`src/rtl/piso.sv`:
```
// piso: parallel-in, serial-out converter.
// Accepts a packed word of depth_p elements (width_p bits each) over a
// valid/ready handshake and emits the elements, element 0 first, over a
// valid/yumi handshake. A shift register plus a skid register let
// back-to-back words stream with no idle cycle between them.
// Optional build macro PISO_LAST_EN adds last_o, which marks the final
// element of each word.
module piso #(
  parameter int width_p = 8,
  parameter int depth_p = 4
) (
  input  logic                       clk_i,
  input  logic                       reset_i,
  input  logic                       valid_i,
  output logic                       ready_o,
  input  logic [width_p*depth_p-1:0] data_i,
  output logic                       valid_o,
  output logic [width_p-1:0]         data_o,
  input  logic                       yumi_i,
  output logic                       busy_o
`ifdef PISO_LAST_EN
  ,
  output logic                       last_o
`endif
);

  localparam int IDX_W = (depth_p > 1) ? $clog2(depth_p) : 1;
  localparam logic [IDX_W-1:0] IDX_LAST = IDX_W'(depth_p - 1);

  typedef enum logic [1:0] {
    EMPTY = 2'd0,
    ONE   = 2'd1,
    TWO   = 2'd2
  } state_t;

  state_t                     state_q, state_d;
  logic [IDX_W-1:0]           idx_q, idx_d;
  logic [width_p*depth_p-1:0] shift_q, shift_d;
  logic [width_p*depth_p-1:0] skid_q, skid_d;

  logic accept;
  logic take;
  logic take_last;

  // Handshake decode; ready_o comes only from registered state.
  assign valid_o   = (state_q != EMPTY);
  assign ready_o   = (state_q != TWO);
  assign busy_o    = valid_o;
  assign accept    = valid_i & ready_o;
  assign take      = yumi_i & valid_o;
  assign take_last = take & (idx_q == IDX_LAST);
  assign data_o    = valid_o ? shift_q[idx_q*width_p +: width_p] : '0;

`ifdef PISO_LAST_EN
  assign last_o = valid_o & (idx_q == IDX_LAST);
`endif

  // Next-state: element stepping, word loads and skid promotion.
  always_comb begin
    state_d = state_q;
    idx_d   = idx_q;
    shift_d = shift_q;
    skid_d  = skid_q;
    case (state_q)
      EMPTY: begin
        if (accept) begin
          shift_d = data_i;
          state_d = ONE;
        end
      end
      ONE: begin
        if (take_last) begin
          idx_d = '0;
          if (accept) begin
            // Reload in place so the next word follows without a bubble.
            shift_d = data_i;
          end else begin
            state_d = EMPTY;
          end
        end else begin
          if (take) begin
            idx_d = idx_q + IDX_W'(1);
          end
          if (accept) begin
            skid_d  = data_i;
            state_d = TWO;
          end
        end
      end
      TWO: begin
        if (take_last) begin
          idx_d   = '0;
          shift_d = skid_q;
          state_d = ONE;
        end else if (take) begin
          idx_d = idx_q + IDX_W'(1);
        end
      end
      default: begin
        state_d = EMPTY;
        idx_d   = '0;
      end
    endcase
  end

  // Control registers: state and element counter, cleared by reset.
  always_ff @(posedge clk_i) begin
    if (reset_i) begin
      state_q <= EMPTY;
      idx_q   <= '0;
    end else begin
      state_q <= state_d;
      idx_q   <= idx_d;
    end
  end

  // Data registers: contents are meaningless while state marks them empty.
  always_ff @(posedge clk_i) begin
    shift_q <= shift_d;
    skid_q  <= skid_d;
  end

`ifndef SYNTHESIS
  // Flag a consumer taking an element that is not there.
  always_ff @(posedge clk_i) begin
    if (!reset_i) begin
      assert (!(yumi_i && !valid_o))
        else $warning("piso: yumi_i asserted while valid_o=0 (ignored)");
    end
  end
`endif

endmodule

```
`config.mk`:
```
export PLATFORM = sky130hd
export DESIGN_NAME = piso
export DESIGN_NICKNAME = d
export VERILOG_FILES = /design/src/rtl/piso.sv
export SDC_FILE = /design/constraint.sdc
export NUM_CORES = 1
export LEC_CHECK = 0
export ABC_CLOCK_PERIOD_IN_PS = 4300
export CORE_ASPECT_RATIO = 1.5
export CORE_MARGIN = 3
export CORE_UTILIZATION = 57
export CTS_CLUSTER_SIZE = 20
export DETAILED_ROUTE_END_ITERATION = 10
export PLACE_DENSITY_LB_ADDON = 0.25
export SYNTH_ARGS = -nofsm -noshare
export SYNTH_HDL_FRONTEND = slang
export SYNTH_SLANG_ARGS = --single-unit
```
`constraint.sdc`:
```
create_clock -name clk_i -period 4.3 [get_ports clk_i]
set_input_delay 0.43 -clock clk_i [delete_from_list [all_inputs] [get_ports clk_i]]
set_output_delay 0.43 -clock clk_i [all_outputs]
set_load 0.02 [all_outputs]
```
==> results.cfg, run 1 <==
[pwr]
p_sw_mw = 0.626
powerDensity_nw_per_um2 = 622
sw_frac_of_total_pct = 27.7
seq_power_share_pct = 45.3
peakVddDrop_uv = 345
p_leak_nw = 1.22
pwr-share-clk_pct = 27.0
internal_power_mw = 1.63
combPwrFrac_pct = 27.7

[layout]
fillers = 298
regArea_um2 = 2000
multi_input_area_um2 = 813
final_util_pct = 74.9
diodes = 0
nets = 252
stdcell_count = 281
drive_above_1_share_pct = 27.9
stdcell_area_um2 = 3630
syn_to_final_growth_pct = 26.0

[sta]
maxSlewViolCount = 0
period_share_pct = 65.6
tns_ps = 0
finalHoldViolCount = 0
fin_worst_skew_ps = 6.11
worst_slew_pin_slew_ps = 814
setup_violations = 0
fmax_mhz = 355
whs_ps = 525
fin_crit_ps = 2820
rsz0062_at_grt = false
timing.slew.headroom_pct = 45.7

[global_routing]
gr-total-overflow = 0
grt_pass1_wl_mm = 8.56
grtUsageTotal_pct = 19.6
antenna_found_initial = 0
grt_max_degree = 37
first_global_vias = 1716

[route]
first_pass_iters = 4
via_per_inst = 5.49
drtIter0Drc = 111
wl_mm = 5.09
drc = 0
ant_nets = 0
vias = 1544
wl_per_cell_um = 18.1

[critical_path]
worst-path-buf-inv = 1
crit_type = reg2out
cp.required_ps = 3870
cp.depth = 3
cp.arrival_ps = 2390
worstSetupEndpointType = primary output
critPathTopFamily = flip-flops
cp_cell_sequence = mux4_2 > and2_1 > clkdlybuf4s50_1
crit_slowest_cell = dfxtp_1
max_stage_delay_ps = 750
cp_max_fo = 11
start_kind = register
worstRegToRegCells = 3

[floorplan]
io_pins = 47
dieArea_um2 = 5960
core_um2 = 4850
die_h_um = 93.1
start_util_pct = 59.5
rows = 31
die_w_um = 64.1

[clocking]
cts_root_buffer = clkbuf_8
cts_max_path_buffers = 2
ctsHoldBuffers = 0
cts_made_buffers = 9
cts_tree = built
insertion_delay_ps = 330
clock-sinks = 68
clk_pin_slew_ps = 70
cts_resized = 0
postCtsSetupBuffers = 0
cts-htree-levels = 3

[job]
max-cap-violations = 0

[yosys]
yosys.area.top_type_share_pct = 66.7
netlist_instances = 160
synth-seq-cells = 68
syn_area_per_cell_um2 = 18.0
ys_types = 27
syn_nets = 201
synth_area_um2 = 2880
seq_area_frac_synth_pct = 69.4
yosys_warnings = 0
synth_top_area_cell = edfxtp_1
synth_area_leaders = edfxtp_1, mux2_2, mux4_2

[placed_design]
gp_congestion = 0.782
io_buffer_count = 46
post-place-cells = 266
dpl_cell_area_um2 = 3400
dpl.hpwl_mm = 3.45

[worst_hold_path]
hold-path-cell-count = 2
hold_class = reg2reg

[outcome]
status = finished clean
final cells by class:
type	count	share of cell area, %
sequential	68	55.1
multi-input combinational	78	22.4
timing repair buffer	48	13.1
clock buffer	9	3.41
clock inverter	6	3.13
tap	66	2.27
inverter	6	0.620
kinds of logic (layout without fill, tap and decap cells):
| family | count (synthesis) | in the layout | share of synthesized area (%) |
|---|---|---|---|
| DFF | 68 | 68 | 69.4 |
| muxes | 42 | 42 | 19.4 |
| and+or+nand+nor | 23 | 23 | 4.73 |
| buffers and inverters | 14 | 69 | 2.43 |
| AOI/OAI and AO/OA | 8 | 8 | 1.78 |
| adders and majority gates | 5 | 5 | 2.17 |
state kept, by name (all words and copies together) (netlist names):
register	count
skid_q	32
idx_q	2
shift_q	32
state_q	2
stage by stage:
step	total power, mW	worst slack (ps)
4_1_cts	2.28	1440
3_3_place_gp	1.64	1830
5_1_grt	2.37	1350
6_report	2.26	1480
2_1_floorplan	1.43	1650
3_5_place_dp	1.67	1800
power groups by stage:
stage / clock network, mW / logic [mW] / registers (mW)
after global routing: 0.656 / 0.677 / 1.04
after CTS: 0.622 / 0.636 / 1.02
after detailed placement: 0 / 0.634 / 1.04
after floorplan: 0 / 0.428 / 1.00
final: 0.610 / 0.626 / 1.02
after global placement: 0 / 0.613 / 1.02
per-layer routing:
| layer | vias to the layer above | global-route usage, % | wire length, um | share of wire (%) |
|---|---|---|---|---|
| li1 | 723 | - | - | - |
| met1 | 750 | 23.6 | 2010 | 39 |
| met2 | 54 | 32.3 | 2700 | 53 |
| met3 | 17 | 5.05 | 242 | 4.8 |
| met4 | 0 | 10.3 | 142 | 2.8 |
| met5 | - | 0 | 0 | 0 |
cell usage after synthesis, drive strengths merged:
master and n:
o21ai 2, and3b 1, nand2 3, a21oi 3, nor2 3, nor2b 1
dfxtp 4, o211ai 1, nand3 1, mux4 8, edfxtp 64, nand2b 2
mux2 32, or3b 1, mux2i 2, buf 7, nand3b 1, clkbuf 1
o21bai 1, nor3 1, and2 8, inv 6, nand4 1, ha 5
o221a 1
worst reg2reg max path: cells and delay by family, from the launching register on:
family          cells  cell delay [ps]
compound gates      1              740
flops               1              750
simple gates        1              240
fa+ha+maj           1              300
cell usage in the layout (no fill, tap or decap):
cell type	instances
nand4_1	1
inv_1	6
mux4_2	8
clkbuf_8	9
dfxtp_1	4
clkinvlp_4	2
and3b_4	1
ha_1	5
nand2b_1	2
nand3_1	1
mux2_2	32
clkdlybuf4s50_1	46
nand2_1	3
o211ai_1	1
clkinv_4	1
mux2i_1	2
o21bai_1	1
nor3_1	1
edfxtp_1	64
or3b_1	1
nor2_2	1
o221a_2	1
a21oi_1	3
nor2_1	2
o21ai_0	2
buf_4	2
nand3b_1	1
bufinv_16	3
nor2b_1	1
and2_1	8
path summary, 6_finish.rpt:
kind / startpoint / slack (ps) / to
worst min register to register: state_q[0]$_SDFFE_PP0P_ / 530 / state_q[0]$_SDFFE_PP0P_
worst max-delay path: idx_q[0]$_SDFFE_PP0P_ / 1480 / data_o[6]
worst min-delay path: state_q[0]$_SDFFE_PP0P_ / 530 / state_q[0]$_SDFFE_PP0P_
worst max register to register: idx_q[0]$_SDFFE_PP0P_ / 1880 / shift_q[2]$_DFFE_PP_
(Power assumes the default switching activity.)
==> run 2: changes to the inputs <==
Settings changed: ABC_CLOCK_PERIOD_IN_PS 4300 to 2300, CORE_UTILIZATION 57 to 48.
Clock period 4.3 ns to 2.3 ns, I/O delays scaled along.
==> results.cfg, run 2 (synthesis results as in run 1) <==
[outcome]
status = finished clean

[pwr]
peakVddDrop_uv = 561
internal_power_mw = 3.12
combPwrFrac_pct = 29.9
seq_power_share_pct = 43.4
powerDensity_nw_per_um2 = 1170
power_mw = 4.34
sw_frac_of_total_pct = 28.2
p_sw_mw = 1.22
pwr-share-clk_pct = 26.7
p_leak_nw = 1.30

[placed_design]
dpl_cell_area_um2 = 3450
place_ws_ps = 176
gp_congestion = 0.746
post-place-cells = 276
io_buffer_count = 46
dpl.hpwl_mm = 3.52

[layout]
layout_commonest_cell = edfxtp_1
nets = 263
stdcell_count = 297
diodes = 0
reg_top3 = shift_q x32, skid_q x32
syn_to_final_growth_pct = 29.2
final_cell_mix = edfxtp_1, clkdlybuf4s50_1, mux2_2
drive_above_1_share_pct = 32.6
stdcell_area_um2 = 3720
final_util_pct = 65.8

[clocking]
clock-sinks = 68
cts_max_path_buffers = 2
cts_made_buffers = 9
cts-htree-levels = 3
cts_tree = built
cts_root_buffer = clkbuf_8
insertion_delay_ps = 340
clk_pin_slew_ps = 80

[worst_hold_path]
hold_class = in2reg

[floorplan]
die_h_um = 101
rows = 33
die_w_um = 69.3
core_um2 = 5660
start_util_pct = 51.0
io_pins = 47
dieArea_um2 = 6990

[sta]
tns_ps = 0
timing.slew.headroom_pct = 69.3
fmax_mhz = 459
worst_slew_pin_slew_ps = 460
period_share_pct = 94.8
maxSlewViolCount = 0
setup_violations = 0
whs_ps = 464
rsz0062_at_grt = false
finalHoldViolCount = 0
fin_worst_skew_ps = 10.2
fin_crit_ps = 2180
layout_setup_ws_ps = 120

[critical_path]
worstSetupEndpointType = primary output
crit_type = reg2out
cp.required_ps = 2070
cp.arrival_ps = 1950
r2r_slack_ps = 320
start_kind = register
cp_max_fo = 6

[route]
via_per_inst = 5.31
vias = 1577
drtIter0Drc = 114
wl_per_cell_um = 17.5
drc = 0
wl_mm = 5.19
ant_nets = 0
first_pass_iters = 4

[global_routing]
grt_max_degree = 21
grt_pass1_wl_mm = 8.63
gr-total-overflow = 0
antenna_found_initial = 0
first_global_vias = 1688
grtUsageTotal_pct = 16.6

[job]
max-cap-violations = 0
==> run 2: metal layers <==
metal	global-route usage (%)	wire length, um	vias up
met3	4.99	221	8
met1	18.8	2100	783
met4	8.12	85	0
met5	0	0	-
met2	28.7	2780	35
li1	-	-	751
==> run 2: area by class of cell <==
cell class,instances,area (um^2)
Sequential cell,68,2000
Fill cell,372,1930
Multi-Input combinational cell,78,821
Timing Repair Buffer,58,541
Clock buffer,9,124
Clock inverter,7,115
Tap cell,70,87.6
Inverter,6,26.3
Timing Repair inverter,1,7.51
==> run 2: repair_timing <==
item,CTS,global route
resized for setup,12,0
pin swaps,0,0
cloned,1,0
hold buffers,0,0
setup endpoints to repair,10,1
setup buffers,1,3
==> run 2: path summary, 6_finish.rpt <==
kind | depth (start not counted) | from | endpoint
min | 1 | data_i[1] | skid_q[1]$_DFFE_PP_
min reg2reg | 2 | state_q[0]$_SDFFE_PP0P_ | state_q[0]$_SDFFE_PP0P_
max | 5 | state_q[1]$_SDFFE_PP0P_ | valid_o
max reg2reg | 5 | state_q[1]$_SDFFE_PP0P_ | shift_q[20]$_DFFE_PP_
==> run 2: power by group through the flow <==
| stage | Clock [mW] | Combinational [mW] | Sequential (mW) |
|---|---|---|---|
| final | 1.16 | 1.30 | 1.88 |
| after CTS | 1.19 | 1.28 | 1.89 |
| after global placement | 0 | 1.22 | 1.89 |
| after global routing | 1.25 | 1.42 | 1.91 |
| after detailed placement | 0 | 1.25 | 1.91 |
| after floorplan | 0 | 0.803 | 1.87 |
==> run 2: critical path: stages (launching register included) <==
cell and delay (ps):
dfxtp_1 450, inv_1 100, ha_2 250, clkinvlp_4 110, buf_4 110, clkdlybuf4s50_1 590
==> run 3: changes to the inputs <==
Settings changed: REMOVE_ABC_BUFFERS set to 1.
==> results.cfg, run 3 (synthesis results as in run 1) <==
[critical_path]
worst-path-buf-inv = 2
worstRegToRegCells = 6
max_stage_delay_ps = 510
r2r_start = state_q[0]$_SDFFE_PP0P_
critPathTopFamily = multiplexers
cp_cell_sequence = buf_4 > mux4_2 > and2_1 > dlygate4sd2_1
startpoint = idx_q[0]$_SDFFE_PP0P_
cp.required_ps = 2070
start_kind = register
cp_max_fo = 7
crit_slowest_cell = mux4_2
crit_type = reg2out
cp.arrival_ps = 1840
cp.depth = 4
worstSetupEndpointType = primary output

[floorplan]
rows = 33
die_h_um = 101
io_pins = 47
dieArea_um2 = 6990
core_um2 = 5660
start_util_pct = 51.0
die_w_um = 69.3

[layout]
nets = 259
reg_top3 = shift_q x32, skid_q x32
stdcell_count = 293
drive_above_1_share_pct = 29.6
stdcell_area_um2 = 3690
syn_to_final_growth_pct = 28.0
diodes = 0
final_cell_mix = edfxtp_1, clkdlybuf4s50_1, mux2_2
layout_commonest_cell = edfxtp_1

[clocking]
insertion_delay_ps = 330
clock-sinks = 68
cts_tree = built
cts-htree-levels = 3
cts_root_buffer = clkbuf_8
cts_max_path_buffers = 2
clk_pin_slew_ps = 70
ctsHoldBuffers = 0
cts_made_buffers = 9

[global_routing]
antenna_found_initial = 0
grt_pass1_wl_mm = 8.66
grt_max_degree = 33
grtUsageTotal_pct = 16.5
first_global_vias = 1744
gr-total-overflow = 0

[placed_design]
dpl.hpwl_mm = 3.61
post-place-cells = 275
gp_congestion = 0.712
io_buffer_count = 46
place_ws_ps = 203
dpl_cell_area_um2 = 3460

[worst_hold_path]
min-delay-start = data_i[7]
hold-path-cell-count = 1
hold_class = in2reg

[sta]
fin_worst_skew_ps = 9.71
worst_slew_pin_slew_ps = 355
maxSlewViolCount = 0
tns_ps = 0
layout_setup_ws_ps = 233
fmax_mhz = 484
finalHoldViolCount = 0
fin_crit_ps = 2070
setup_violations = 0
timing.slew.headroom_pct = 76.2
period_share_pct = 89.9
rsz0062_at_grt = false

[pwr]
sw_frac_of_total_pct = 28.9
combPwrFrac_pct = 32.2
p_leak_nw = 1.34
powerDensity_nw_per_um2 = 1120
p_sw_mw = 1.20
seq_power_share_pct = 45.3
peakVddDrop_uv = 744
pwr-share-clk_pct = 22.5
internal_power_mw = 2.95

[route]
wl_per_cell_um = 18.1
wl_mm = 5.30
first_pass_iters = 4
drtIter0Drc = 114
via_per_inst = 5.53
ant_nets = 0
vias = 1621
drc = 0

[outcome]
status = finished clean

[job]
max-cap-violations = 0
-- run 3: per-layer routing --
layer  vias to the layer above  GRT usage [%]  share of wire (%)
li1                        735              -                  -
met1                       816           18.2                 37
met2                        57           28.8                 55
met3                        13           5.49                5.1
met4                         0           7.22                2.6
met5                         -              0                  0
-- run 3: repair_timing --
item,in CTS,in global routing
setup buffers,1,0
resized for setup,5,8
gates cloned,1,0
setup endpoints to repair,10,7
-- run 3: layout make-up --
type | count | area [um^2]
Sequential cell | 68 | 2000
Inverter | 6 | 26.3
Timing Repair Buffer | 54 | 549
Timing Repair inverter | 1 | 7.51
Tap cell | 70 | 87.6
Multi-Input combinational cell | 78 | 831
Clock buffer | 13 | 149
Clock inverter | 3 | 37.5
Fill cell | 393 | 1970
-- run 3: power by group through the flow --
stage	Sequential [mW]	Combinational, mW	Clock, mW
global route	1.91	1.44	0.998
detailed placement	1.91	1.28	0
global placement	1.88	1.23	0
CTS	1.88	1.33	0.952
finish	1.88	1.33	0.932
floorplan	1.88	0.752	0
-- run 3: final timing paths --
path                             end  slack [ps]
max                        data_o[1]         230
min              skid_q[7]$_DFFE_PP_         480
max reg2reg     skid_q[18]$_DFFE_PP_         430
min reg2reg  state_q[0]$_SDFFE_PP0P_         530
-- run 3: through the flow --
stage | power (mW) | hold slack, ps | util, %
2_1_floorplan | 2.64 | 299 | -
3_3_place_gp | 3.11 | 492 | 61.1
3_5_place_dp | 3.19 | 531 | 61.1
4_1_cts | 4.17 | 463 | 64.8
5_1_grt | 4.35 | 467 | 65.3
6_report | 4.14 | 479 | 65.3
